## config.mk

```make
export PLATFORM = sky130hd
export DESIGN_NAME = mem_access_unit
export DESIGN_NICKNAME = d
export VERILOG_FILES = /design/src/rtl/mem_access_unit.sv
export SDC_FILE = /design/constraint.sdc
export NUM_CORES = 1
export LEC_CHECK = 0
export BUFFER_PORTS_ARGS = -buffer_cell sky130_fd_sc_hd__buf_2
export CORE_UTILIZATION = 48
export CTS_CLUSTER_DIAMETER = 40
export DETAILED_ROUTE_END_ITERATION = 7
export PLACE_DENSITY = 0.88
export SKIP_LAST_GASP = 1
export SYNTH_ARGS = -nofsm -noshare
export SYNTH_HDL_FRONTEND = slang
export SYNTH_SLANG_ARGS = --single-unit
```

## constraint.sdc

```tcl
create_clock -name i_clk -period 3.45 [get_ports i_clk]
set_input_delay 0.345 -clock i_clk [delete_from_list [all_inputs] [get_ports i_clk]]
set_output_delay 0.345 -clock i_clk [all_outputs]
set_load 0.05 [all_outputs]
```

## src/rtl/mem_access_unit.sv

```systemverilog
// mem_access_unit
//   Load/store engine between the control unit and memory. Takes one request,
//   checks alignment, runs the memory enable / MFC handshake, and performs lane
//   steering for stores and lane extraction plus sign/zero extension for loads.
//
//   Optional feature: define MAU_TIMEOUT_EN to abort a WAIT that sees no MFC
//   for TIMEOUT consecutive cycles (bus fault). Without it WAIT holds until MFC
//   or reset.
//
// Ports
//   i_clk        clock, rising edge
//   i_clr        asynchronous active-high reset
//   i_start      request strobe, sampled only in IDLE
//   i_rw         1 = load, 0 = store
//   i_size       00 byte, 01 halfword, 10 word, 11 reserved
//   i_sign_ext   loads: 1 = sign-extend, 0 = zero-extend
//   i_addr       byte address
//   i_wdata      store data (low bytes used per size)
//   o_busy       high in every state except IDLE
//   o_done       one-cycle pulse, access complete
//   o_fault      one-cycle pulse, access aborted
//   o_rdata      load result, held until the next completed load
//   o_mem_en     memory enable
//   o_mem_rw     latched read/write
//   o_mem_addr   latched address with bits [1:0] cleared
//   o_mem_wdata  lane-replicated store data
//   o_mem_size   latched size
//   i_mem_rdata  full aligned word from memory
//   i_mfc        memory function complete
//
// state | meaning
// IDLE  | waiting for i_start
// CHECK | alignment/size check; enable raised here when legal
// WAIT  | enable held until MFC (or timeout when enabled)
// DONE  | completion pulse; load result was written on entry
// FLT   | fault pulse; no memory access took place (or it timed out)

module mem_access_unit #(
    parameter int DATA_W  = 32,
    parameter int ADDR_W  = 32,
    parameter int TIMEOUT = 15
) (
    input  logic              i_clk,
    input  logic              i_clr,
    input  logic              i_start,
    input  logic              i_rw,
    input  logic [1:0]        i_size,
    input  logic              i_sign_ext,
    input  logic [ADDR_W-1:0] i_addr,
    input  logic [DATA_W-1:0] i_wdata,
    output logic              o_busy,
    output logic              o_done,
    output logic              o_fault,
    output logic [DATA_W-1:0] o_rdata,
    output logic              o_mem_en,
    output logic              o_mem_rw,
    output logic [ADDR_W-1:0] o_mem_addr,
    output logic [DATA_W-1:0] o_mem_wdata,
    output logic [1:0]        o_mem_size,
    input  logic [DATA_W-1:0] i_mem_rdata,
    input  logic              i_mfc
);

    typedef enum logic [2:0] {
        S_IDLE  = 3'd0,
        S_CHECK = 3'd1,
        S_WAIT  = 3'd2,
        S_DONE  = 3'd3,
        S_FLT   = 3'd4
    } state_t;

    state_t            r_state;
    state_t            w_next;

    logic              r_rw;
    logic [1:0]        r_size;
    logic              r_sign_ext;
    logic [1:0]        r_lane;
    logic [ADDR_W-1:0] r_mem_addr;
    logic [DATA_W-1:0] r_mem_wdata;
    logic [DATA_W-1:0] r_rdata;

    logic [DATA_W-1:0] w_wdata_rep;
    logic [7:0]        w_byte;
    logic [15:0]       w_half;
    logic [DATA_W-1:0] w_load;
    logic              w_misalign;
    logic              w_wait_tc;

    // Store data is replicated across all lanes so memory only has to mask.
    always_comb begin
        w_wdata_rep = i_wdata;
        case (i_size)
            2'b00:   w_wdata_rep = {(DATA_W/8){i_wdata[7:0]}};
            2'b01:   w_wdata_rep = {(DATA_W/16){i_wdata[15:0]}};
            default: w_wdata_rep = i_wdata;
        endcase
    end

    assign w_byte = i_mem_rdata[{r_lane, 3'b000} +: 8];
    assign w_half = i_mem_rdata[{r_lane[1], 4'b0000} +: 16];

    always_comb begin
        w_load = i_mem_rdata;
        case (r_size)
            2'b00:   w_load = {{(DATA_W-8){r_sign_ext & w_byte[7]}}, w_byte};
            2'b01:   w_load = {{(DATA_W-16){r_sign_ext & w_half[15]}}, w_half};
            default: w_load = i_mem_rdata;
        endcase
    end

    assign w_misalign = (r_size == 2'b11)
                      | ((r_size == 2'b01) & r_lane[0])
                      | ((r_size == 2'b10) & (|r_lane));

`ifdef MAU_TIMEOUT_EN
    localparam int CNT_W = (TIMEOUT > 2) ? $clog2(TIMEOUT) : 1;
    logic [CNT_W-1:0] r_wait_cnt;

    // Down-counter loaded on WAIT entry; terminal count marks the last
    // allowed MFC-low cycle. MFC on that cycle still completes normally.
    always_ff @(posedge i_clk or posedge i_clr) begin
        if (i_clr) begin
            r_wait_cnt <= '0;
        end else if (r_state == S_CHECK) begin
            r_wait_cnt <= CNT_W'(TIMEOUT - 1);
        end else if ((r_state == S_WAIT) && !i_mfc && (r_wait_cnt != '0)) begin
            r_wait_cnt <= r_wait_cnt - 1'b1;
        end
    end

    assign w_wait_tc = (r_wait_cnt == '0);
`else
    assign w_wait_tc = 1'b0;
`endif

    always_ff @(posedge i_clk or posedge i_clr) begin
        if (i_clr) begin
            r_state <= S_IDLE;
        end else begin
            r_state <= w_next;
        end
    end

    always_comb begin
        w_next   = r_state;
        o_mem_en = 1'b0;
        case (r_state)
            S_IDLE: begin
                if (i_start) w_next = S_CHECK;
            end
            S_CHECK: begin
                if (w_misalign) begin
                    w_next = S_FLT;
                end else begin
                    o_mem_en = 1'b1;
                    w_next   = S_WAIT;
                end
            end
            S_WAIT: begin
                o_mem_en = 1'b1;
                if (i_mfc) begin
                    o_mem_en = 1'b0;
                    w_next   = S_DONE;
                end else if (w_wait_tc) begin
                    o_mem_en = 1'b0;
                    w_next   = S_FLT;
                end
            end
            S_DONE:  w_next = S_IDLE;
            S_FLT:   w_next = S_IDLE;
            default: w_next = S_IDLE;
        endcase
    end

    always_ff @(posedge i_clk or posedge i_clr) begin
        if (i_clr) begin
            r_rw        <= 1'b0;
            r_size      <= 2'b00;
            r_sign_ext  <= 1'b0;
            r_lane      <= 2'b00;
            r_mem_addr  <= '0;
            r_mem_wdata <= '0;
            r_rdata     <= '0;
        end else begin
            if ((r_state == S_IDLE) && i_start) begin
                r_rw        <= i_rw;
                r_size      <= i_size;
                r_sign_ext  <= i_sign_ext;
                r_lane      <= i_addr[1:0];
                r_mem_addr  <= {i_addr[ADDR_W-1:2], 2'b00};
                r_mem_wdata <= w_wdata_rep;
            end
            if ((r_state == S_WAIT) && i_mfc && r_rw) begin
                r_rdata <= w_load;
            end
        end
    end

    assign o_busy      = (r_state != S_IDLE);
    assign o_done      = (r_state == S_DONE);
    assign o_fault     = (r_state == S_FLT);
    assign o_rdata     = r_rdata;
    assign o_mem_rw    = r_rw;
    assign o_mem_addr  = r_mem_addr;
    assign o_mem_wdata = r_mem_wdata;
    assign o_mem_size  = r_size;

endmodule
```

==> results_dict.tcl <==
set metrics [dict create \
    run_status "completed" \
    gr-usage-met2_pct 43.0 \
    setup_slack_ns 0.945 \
    cts_sinks 103 \
    place_hpwl_um 9930 \
    yosysSeqAreaShare_pct 51.7 \
    ios 207 \
    setup_viol 0 \
    grt_max_degree 72 \
    vias 4670 \
    reg2reg_depth 5 \
    dieArea_um2 10800 \
    cts_hold_buffers 0 \
    fmax_ghz 0.399 \
    grt_util_met1_pct 33.2 \
    place_area_um2 6040 \
    p_leak_nw 3.40 \
    seqPwrFrac_pct 32.3 \
    worstPathRequired_ns 3.11 \
    synth_cell_type_count 33 \
    track_usage_pct 25.8 \
    cts_buffers 9 \
    fp.dieW_um 104 \
    pwr-share-comb_pct 58.1 \
    yosys_warnings 0 \
    finalCritPeriodShare_pct 72.6 \
    start_kind "register" \
    skew_ns 0.00625 \
    final_common_cell "buf_2" \
    core_area_um2 9910 \
    dominantRegCellSynth "dfrtp_1" \
    layout.nets 829 \
    worstMarginPinSlew_ns 1.13 \
    wirelength_um 13600 \
    grt_pass1_wl_um 22300 \
    tns_ns 0 \
    met3_usage_pct 5.39 \
    grt_overflow 0 \
    slew-limit-headroom_pct 24.1 \
    r2r_setup_slack_ns 1.10 \
    busiest_layer "met2" \
    drv_slew 0 \
    postSynthCellCount 542 \
    start_util_pct 50.4 \
    finalHoldViolCount 0 \
    power_mw 6.99 \
    synth_edf_count 0 \
    dp_slack_ns 1.07 \
    power_density_nw_per_um2 1130 \
    die-height_um 104 \
    stdcell_area_um2 6200 \
    wl_per_cell_um 15.8 \
    arrival_ns 2.16 \
    fillers 836 \
    ys_async_sr_fraction_pct 100 \
    firstDrtPassIters 6 \
    ir_worst_vdd_uv 665 \
    clkLatencyLatePin_ns 0.37 \
    cts_setup_buffers 0 \
    clk_pin_slew_ns 0.09 \
    p_switching_mw 3.97 \
    netlist_area_um2 4990 \
    drtAntennaViolNets 0 \
    min_period_ns 2.51 \
    path_max_fanout 27 \
    finalWeightedCongestion 0.909 \
    antenna_found_initial 1 \
    drive_gt1_share_pct 34.2 \
    syn_avg_cell_area_um2 9.21 \
    clock_power_share_pct 9.6 \
    rows 36 \
    syn_to_final_growth_pct 24.3 \
    switching_share_pct 56.8 \
    first_global_vias 4458 \
    cp-end-kind "primary output" \
    internal_power_mw 3.02 \
    first_iter_violations 222 \
    crit_type "register to primary output" \
    clockRootBuffer "clkbuf_8" \
    clk_path_buf_depth 2 \
    rsz0062_at_grt "false" \
    ys_ff_latch 103 \
    port_buffers 204 \
    cts_tree "done" \
    drc_errors 0 \
    min_path_type "primary input to asynchronous set/reset pin" \
    htreeDepth 3 \
    maxCapViolCount 0 \
    layout_common_cells "buf_2, nand2_1, dfrtp_1" \
    cts.repair.resized 0 \
    viasPerCell 5.41 \
]
[synth_stat cells (all sizes together) (2+ instances only)]
cell type / n / area [um2]
nand3b: 9 / 67.6
o21ai: 33 / 165
nor2: 19 / 73.8
mux4: 8 / 180
mux2i: 26 / 260
mux2: 7 / 78.8
nand3: 32 / 160
buf: 24 / 143
nor3: 3 / 26.3
a21oi: 21 / 105
dfrtp: 103 / 2580
a221oi: 15 / 138
clkbuf: 16 / 60.1
inv: 18 / 67.6
o22ai: 2 / 12.5
nand2: 188 / 706
a21o: 7 / 52.6
[layer usage]
| metal | wire (um) | share of wire [%] |
|---|---|---|
| met1 | 5370 | 39 |
| met2 | 6640 | 49 |
| met3 | 1290 | 9.5 |
| met4 | 310 | 2.3 |
| met5 | 0 | 0 |
[final timing paths]
path | start | endpoint
worst max-delay path | o_mem_size[1] | o_mem_en
worst min-delay path | i_clr | o_mem_addr[15]
worst max register to register | r_state[2] | o_mem_addr[31]
worst min register to register | o_rdata[10] | o_rdata[10]
max in group asynchronous | i_clr | o_mem_wdata[12]
min in group i_clk | i_addr[15] | o_mem_addr[15]
[final cells by class]
type / instances / area (um2) / share of cell area, %
timing repair buffer: 211 / 1070 / 17.3
tap: 133 / 166 / 2.68
multi-input combinational: 382 / 2150 / 34.6
antenna: 1 / 2.50 / 0.0403
inverter: 18 / 70.1 / 1.13
sequential: 103 / 2580 / 41.5
clock inverter: 5 / 35.0 / 0.565
clock buffer: 11 / 131 / 2.12
[sequential cells by signal, summed over array words and instances, names as in the netlist]
register / flops
o_mem_addr: 30
o_mem_rw: 1
o_mem_size: 2
o_mem_wdata: 32
o_rdata: 32
r_lane: 2
r_sign_ext: 1
r_state: 3
[worst max-delay path: stages, from the launching register on]
cell	delay [ns]
dfrtp_1	0.68
o21a_1	0.24
o22ai_1	0.23
nand3b_1	0.17
a21oi_1	0.19
buf_2	0.29
[power by group through the flow]
| stage | registers [mW] | clock network [mW] | logic, mW |
|---|---|---|---|
| after floorplan | 3.99 | 0 | 1.37 |
| after global routing | 2.33 | 0.737 | 4.32 |
| final | 2.26 | 0.674 | 4.06 |
| after global placement | 2.23 | 0 | 3.99 |
| after detailed placement | 2.26 | 0 | 4.09 |
| after CTS | 2.25 | 0.694 | 4.08 |
[per-stage QoR]
step           instances  hold WS [ns]  util, %
5_1_grt              863         0.163     62.6
2_1_floorplan        543         0.450        -
3_5_place_dp         847         0.458     60.9
6_report             864         0.145     62.6
3_3_place_gp         847         0.454     60.9
4_1_cts              863         0.148     62.6
[logic make-up after synthesis]
group	synth area share [%]
simple gates	21.9
flops	51.7
compound gates	10.6
buf+inv	5.42
mux	10.4
other cells	0.0752
No activity file was read; power rests on OpenSTA's default activity.
